**config.mk**
```make
export PLATFORM = sky130hd
export DESIGN_NAME = pc_fetch_unit_flat
export DESIGN_NICKNAME = d
export VERILOG_FILES = /design/src/rtl/pc_fetch_unit_if.sv /design/src/rtl/pc_fetch_unit.sv /design/src/flat_wrapper.sv
export SDC_FILE = /design/constraint.sdc
export NUM_CORES = 1
export LEC_CHECK = 0
export ABC_AREA = 0
export CAP_MARGIN = 40
export CORE_AREA = 3 3 121 123
export CTS_BUF_LIST = sky130_fd_sc_hd__clkbuf_16
export DETAILED_ROUTE_END_ITERATION = 8
export DIE_AREA = 0 0 124 126
export HOLD_SLACK_MARGIN = 0.02
export PLACE_DENSITY = 0.73
export RECOVER_POWER = 100
export SYNTH_ARGS = -nofsm -noshare
export SYNTH_HDL_FRONTEND = slang
export SYNTH_SLANG_ARGS = --single-unit
```
**constraint.sdc**
```tcl
create_clock -name clk -period 1.98 [get_ports clk]
set_input_delay 0.396 -clock clk [delete_from_list [all_inputs] [get_ports clk]]
set_output_delay 0.396 -clock clk [all_outputs]
set_load 0.005 [all_outputs]
```
**src/rtl/pc_fetch_unit_if.sv**
```systemverilog
// Fetch-unit bus bundle: instruction-memory request/response channel plus
// the valid/ready channel that hands tagged instructions to decode.
interface pc_fetch_unit_if;
  logic        imem_req;
  logic [31:0] imem_addr;
  logic        imem_ready;
  logic        imem_rvalid;
  logic [31:0] imem_rdata;
  logic        instr_valid;
  logic        instr_ready;
  logic [31:0] instr;
  logic [31:0] instr_pc;

  modport master (
    output imem_req,
    output imem_addr,
    input  imem_ready,
    input  imem_rvalid,
    input  imem_rdata,
    output instr_valid,
    input  instr_ready,
    output instr,
    output instr_pc
  );

  modport slave (
    input  imem_req,
    input  imem_addr,
    output imem_ready,
    output imem_rvalid,
    output imem_rdata,
    input  instr_valid,
    output instr_ready,
    input  instr,
    input  instr_pc
  );
endinterface

```
**src/rtl/pc_fetch_unit.sv**
```systemverilog
// Program-counter fetch unit: one outstanding word-addressed fetch, hands each
// instruction to decode and applies redirects, discarding stale responses.
module pc_fetch_unit #(
  parameter logic [31:0] RESET_PC = 32'h0000_0000
) (
  input  logic                   clk,
  input  logic                   rst_n,
  input  logic                   pc_src,
  input  logic [31:0]            target_address,
  pc_fetch_unit_if.master        bus
);

  typedef enum logic [1:0] {
    ST_FETCH = 2'd0,
    ST_WAIT  = 2'd1,
    ST_HOLD  = 2'd2
  } state_t;

  state_t      r_state;
  logic [31:0] r_pc;
  logic [31:0] r_fetch_pc;
  logic        r_drop;
  logic        r_instr_valid;
  logic [31:0] r_instr;
  logic [31:0] r_instr_pc;

  state_t      w_state_nxt;
  logic [31:0] w_pc_nxt;
  logic [31:0] w_fetch_pc_nxt;
  logic        w_drop_nxt;
  logic        w_instr_valid_nxt;
  logic [31:0] w_instr_nxt;
  logic [31:0] w_instr_pc_nxt;

  function automatic logic [31:0] f_pc_inc(input logic [31:0] pc);
    f_pc_inc = pc + 32'd1;
  endfunction

  // Next-state and next-value logic; a redirect outranks every non-reset event.
  always_comb begin
    w_state_nxt       = r_state;
    w_pc_nxt          = r_pc;
    w_fetch_pc_nxt    = r_fetch_pc;
    w_drop_nxt        = r_drop;
    w_instr_valid_nxt = r_instr_valid;
    w_instr_nxt       = r_instr;
    w_instr_pc_nxt    = r_instr_pc;

    if (pc_src) begin
      w_pc_nxt          = target_address;
      w_instr_valid_nxt = 1'b0;
      case (r_state)
        ST_FETCH: begin
          if (bus.imem_ready) begin
            // The old request is already accepted; its response must be eaten.
            w_fetch_pc_nxt = r_pc;
            w_drop_nxt     = 1'b1;
            w_state_nxt    = ST_WAIT;
          end else begin
            w_state_nxt = ST_FETCH;
          end
        end
        ST_WAIT: begin
          if (bus.imem_rvalid) begin
            w_drop_nxt  = 1'b0;
            w_state_nxt = ST_FETCH;
          end else begin
            w_drop_nxt  = 1'b1;
            w_state_nxt = ST_WAIT;
          end
        end
        ST_HOLD: begin
          w_state_nxt = ST_FETCH;
        end
        default: begin
          w_drop_nxt  = 1'b0;
          w_state_nxt = ST_FETCH;
        end
      endcase
    end else begin
      case (r_state)
        ST_FETCH: begin
          if (bus.imem_ready) begin
            w_fetch_pc_nxt = r_pc;
            w_state_nxt    = ST_WAIT;
          end else begin
            w_state_nxt = ST_FETCH;
          end
        end
        ST_WAIT: begin
          if (bus.imem_rvalid) begin
            if (r_drop) begin
              w_drop_nxt  = 1'b0;
              w_state_nxt = ST_FETCH;
            end else begin
              w_instr_nxt       = bus.imem_rdata;
              w_instr_pc_nxt    = r_fetch_pc;
              w_instr_valid_nxt = 1'b1;
              w_pc_nxt          = f_pc_inc(r_fetch_pc);
              w_state_nxt       = ST_HOLD;
            end
          end else begin
            w_state_nxt = ST_WAIT;
          end
        end
        ST_HOLD: begin
          if (bus.instr_ready) begin
            w_instr_valid_nxt = 1'b0;
            w_state_nxt       = ST_FETCH;
          end else begin
            w_state_nxt = ST_HOLD;
          end
        end
        default: begin
          w_instr_valid_nxt = 1'b0;
          w_drop_nxt        = 1'b0;
          w_state_nxt       = ST_FETCH;
        end
      endcase
    end
  end

  // State and datapath registers with synchronous active-low reset.
  always_ff @(posedge clk) begin
    if (!rst_n) begin
      r_state       <= ST_FETCH;
      r_pc          <= RESET_PC;
      r_fetch_pc    <= 32'h0000_0000;
      r_drop        <= 1'b0;
      r_instr_valid <= 1'b0;
      r_instr       <= 32'h0000_0000;
      r_instr_pc    <= 32'h0000_0000;
    end else begin
      r_state       <= w_state_nxt;
      r_pc          <= w_pc_nxt;
      r_fetch_pc    <= w_fetch_pc_nxt;
      r_drop        <= w_drop_nxt;
      r_instr_valid <= w_instr_valid_nxt;
      r_instr       <= w_instr_nxt;
      r_instr_pc    <= w_instr_pc_nxt;
    end
  end

  assign bus.imem_req    = (r_state == ST_FETCH);
  assign bus.imem_addr   = r_pc;
  assign bus.instr_valid = r_instr_valid;
  assign bus.instr       = r_instr;
  assign bus.instr_pc    = r_instr_pc;

endmodule

```
**src/flat_wrapper.sv**
```systemverilog
// flat-port wrapper written by rule: the top's interface ports become plain ports
module pc_fetch_unit_flat 
#(
  parameter logic [31:0] RESET_PC = 32'h0000_0000
)
  (clk, rst_n, pc_src, target_address, bus_imem_req, bus_imem_addr, bus_imem_ready, bus_imem_rvalid, bus_imem_rdata, bus_instr_valid, bus_instr_ready, bus_instr, bus_instr_pc);
  pc_fetch_unit_if bus_i ();
  input  logic clk;
  input  logic rst_n;
  input  logic pc_src;
  input  logic [31:0] target_address;
  output wire logic [$bits(bus_i.imem_req)-1:0] bus_imem_req;
  output wire logic [$bits(bus_i.imem_addr)-1:0] bus_imem_addr;
  input wire logic [$bits(bus_i.imem_ready)-1:0] bus_imem_ready;
  input wire logic [$bits(bus_i.imem_rvalid)-1:0] bus_imem_rvalid;
  input wire logic [$bits(bus_i.imem_rdata)-1:0] bus_imem_rdata;
  output wire logic [$bits(bus_i.instr_valid)-1:0] bus_instr_valid;
  input wire logic [$bits(bus_i.instr_ready)-1:0] bus_instr_ready;
  output wire logic [$bits(bus_i.instr)-1:0] bus_instr;
  output wire logic [$bits(bus_i.instr_pc)-1:0] bus_instr_pc;
  assign bus_imem_req = bus_i.imem_req;
  assign bus_imem_addr = bus_i.imem_addr;
  assign bus_i.imem_ready = bus_imem_ready;
  assign bus_i.imem_rvalid = bus_imem_rvalid;
  assign bus_i.imem_rdata = bus_imem_rdata;
  assign bus_instr_valid = bus_i.instr_valid;
  assign bus_i.instr_ready = bus_instr_ready;
  assign bus_instr = bus_i.instr;
  assign bus_instr_pc = bus_i.instr_pc;
  pc_fetch_unit #(.RESET_PC(RESET_PC)) u_core (.clk(clk), .rst_n(rst_n), .pc_src(pc_src), .target_address(target_address), .bus(bus_i));
endmodule
```
==> flow_summary.json <==
{
  "clock_skew_ps": 7.00,
  "synth_ff_type": "dfxtp_1",
  "outcome": "complete, no violations",
  "whs_path_depth": 2,
  "synth_top_family_by_area": "simple AND/OR/NAND/NOR gates",
  "nets": 1025,
  "area_growth_pct": 47.0,
  "multi_input_area_mm2": 0.00290,
  "drive_gt1_share_pct": 10.7,
  "die_x_um": 124,
  "synth-simple-area-share_pct": 28.8,
  "final.min_clock_period_ps": 1870,
  "drt_wl_total_um": 17900,
  "reg2reg_from": "u_core.r_fetch_pc[1]",
  "cts_sinks": 132,
  "coreArea_mm2": 0.0138,
  "net-switching-power_w": 0.00147,
  "dr.pass1.iters": 5,
  "cp-startpoint": "u_core.r_state[0]",
  "swShare_pct": 24.2,
  "drv_cap": 0,
  "htreeDepth": 4,
  "synth_edf_count": 0,
  "seq_power_share_pct": 46.1,
  "avgSynthCellArea_um2": 7.59,
  "dpl.hpwl_um": 13000,
  "timing.final.ws_setup_ps": 112,
  "regToRegEndpoint": "u_core.bus.imem_addr[7]",
  "synth.area.mux_share_pct": 0.344,
  "fp.dieH_um": 126,
  "grt_usage_pct": 23.4,
  "postSynth.asyncResetShare_pct": 0,
  "grt_pass1_wl_um": 29000,
  "slew_headroom_pct": 61.2,
  "synthCells": 766,
  "die_area_mm2": 0.0156,
  "power_per_cell_area_mw_per_mm2": 712,
  "ios": 168,
  "placed_cell_area_mm2": 0.00811,
  "first_global_vias": 5840,
  "setup_viol": 0,
  "fp-row-count": 43,
  "grt_use_met1_pct": 28.8,
  "synth_fp_nets": 837,
  "wl_per_cell_um": 15.7,
  "fillers": 1286,
  "crit_path_end_kind": "output pin",
  "gp_congestion": 0.922,
  "vias": 6080,
  "crit_required_ps": 1580,
  "synth_commonest_cells": "nand2_1 (226), dfxtp_1 (132), a21oi_1 (122)",
  "cp_max_fo": 8,
  "clkLatencyLatePin_ps": 410,
  "synthAdderAreaFrac_pct": 0.215,
  "antenna-diode-count": 0,
  "first_iter_violations": 492,
  "rsz0062_at_grt": "false",
  "grt_max_degree": 51,
  "fin_util_pct": 62.1,
  "root_buffer": "clkbuf_16",
  "synthDistinctLibCells": 49,
  "startpoint_type": "flip-flop",
  "worst-r2r-cell-count": 5,
  "cts_buffers": 17,
  "p_clk_share_pct": 42.9,
  "p_total_w": 0.00609,
  "worstMarginPinSlew_ps": 581,
  "hold_violations": 0,
  "p_comb_share_pct": 11.0,
  "antenna_found_initial": 0,
  "use_met2_pct": 37.3,
  "period_share_pct": 94.3,
  "regArea_mm2": 0.00264,
  "yosys-top-cells-area": "dfxtp_1 (45%), nand2_1 (15%), a21oi_1 (10%)",
  "start_util_pct": 42.2,
  "fin_area_mm2": 0.00855,
  "hold_class": "flip-flop to flip-flop",
  "synthesis.area_mm2": 0.00582,
  "ys_seq_elements": 132,
  "synth_compound_area_share_pct": 18.8,
  "overflow": 0,
  "synth_top_cell_by_area": "dfxtp_1",
  "synth_xor_area_share_pct": 1.36,
  "antenna_left": 0,
  "cts_setup_buffers": 0,
  "maxSlewViolCount": 0,
  "holdCritStartpoint": "u_core.bus.instr[26]",
  "yosysMostFrequentCell": "nand2_1",
  "cts_tree": "yes",
  "top_usage_layer": "met2",
  "power_leakage_nw": 3.25,
  "vias_per_cell": 5.31,
  "port_buffers": 167,
  "fmax_mhz": 535,
  "grt_use_met3_pct": 9.43,
  "crit_type": "flip-flop to output pin",
  "ir_drop_v": 0.000544,
  "synth_top_area_share_pct": 45.4,
  "arrival_ps": 1470,
  "clk_pin_slew_worst_paths_ps": 50,
  "reg2reg_slack_ps": 160,
  "worst_hold_path.endpoint": "u_core.bus.instr[26]",
  "ys_seq_area_share_pct": 45.4,
  "clock_path_buffers": 2,
  "yosysWarnings": 0,
  "drc": 0,
  "internal-power_w": 0.00462,
  "cts_hold_buf": 0,
  "post-place-ws_ps": -219
}
## cells by family after synthesis
family	after synthesis
simple gates	357
flops	132
mux	2
compound gates	190
buf+inv	75
fa+ha+maj	1
xor+xnor	9
## stage by stage
stage	hold slack [ps]	TNS [ps]	std cells
global route	463	0	1145
CTS	453	0	1145
floorplan	453	0	766
detailed placement	446	-12680	1115
finish	447	0	1145
global placement	440	-9620	1115
## cell usage in the layout (no fill, tap or decap), drive strengths merged, types with 3 or more instances in the layout
cell	netlist	final
or3	7	7
o22ai	3	3
nor3b	13	13
or4	9	9
a32oi	5	5
nand2	226	226
a211o	3	3
xnor2	6	6
o2111ai	3	3
o211ai	14	14
o21ai	21	21
dlygate4sd3	0	97
nand2b	16	16
nor4	8	8
dfxtp	132	132
nand3	14	14
and2	3	3
and4	7	7
nor3	5	5
clkbuf	56	23
nand4	23	23
inv	5	8
o311ai	3	3
clkinv	0	9
xor2	3	3
clkdlybuf4s50	0	69
a21oi	122	122
buf	14	67
nor2	17	17
nor2b	3	3
## layout make-up
class,instances,area share (%)
multi-input combinational,559,33.9
sequential,132,30.9
timing repair buffer,239,26.7
clock buffer,17,4.98
tap,180,2.63
clock inverter,13,0.659
inverter,5,0.234
## sequential cells by signal (all words and copies together), names as in the netlist
name and cells:
u_core.r_drop 1, u_core.bus.imem_addr 32, u_core.r_state 2, u_core.r_fetch_pc 32
u_core.bus.instr 32, u_core.bus.instr_valid 1, u_core.bus.instr_pc 32
## layer usage
layer / vias to the layer above / part of all wire [%]
met5: - / 0
met4: 0 / 1.6
met1: 2774 / 42
li1: 3031 / -
met2: 250 / 46
met3: 25 / 9.9
## power by group through the flow
stage / registers (W) / clock network, W / logic [W]
finish: 0.00281 / 0.00261 / 0.000668
global route: 0.00282 / 0.00277 / 0.000733
CTS: 0.00281 / 0.00267 / 0.000701
detailed placement: 0.00286 / 0 / 0.000696
global placement: 0.00286 / 0 / 0.000690
floorplan: 0.00285 / 0 / 0.000283
## worst max-delay path by stage
stage,end,cells after the start
5_1_grt,u_core.bus.imem_addr[0],5
3_5_place_dp,u_core.bus.imem_addr[19],6
2_1_floorplan,u_core.bus.imem_addr[30],6
6_report,bus_imem_req,2
3_3_place_gp,u_core.bus.imem_addr[17],6
4_1_cts,bus_imem_req,2
## worst max-delay path, stage by stage, from the launching register on
cell             delay (ps)
dfxtp_1                 370
nor2_2                  160
clkdlybuf4s50_1         530
## what timing repair did
| item | 4_1_cts | 5_1_grt |
|---|---|---|
| endpoints found under the hold margin | 0 | 0 |
| gates resized for setup | 0 | 2 |
| endpoints found under the setup margin | 0 | 2 |
(Power assumes the default switching activity.)
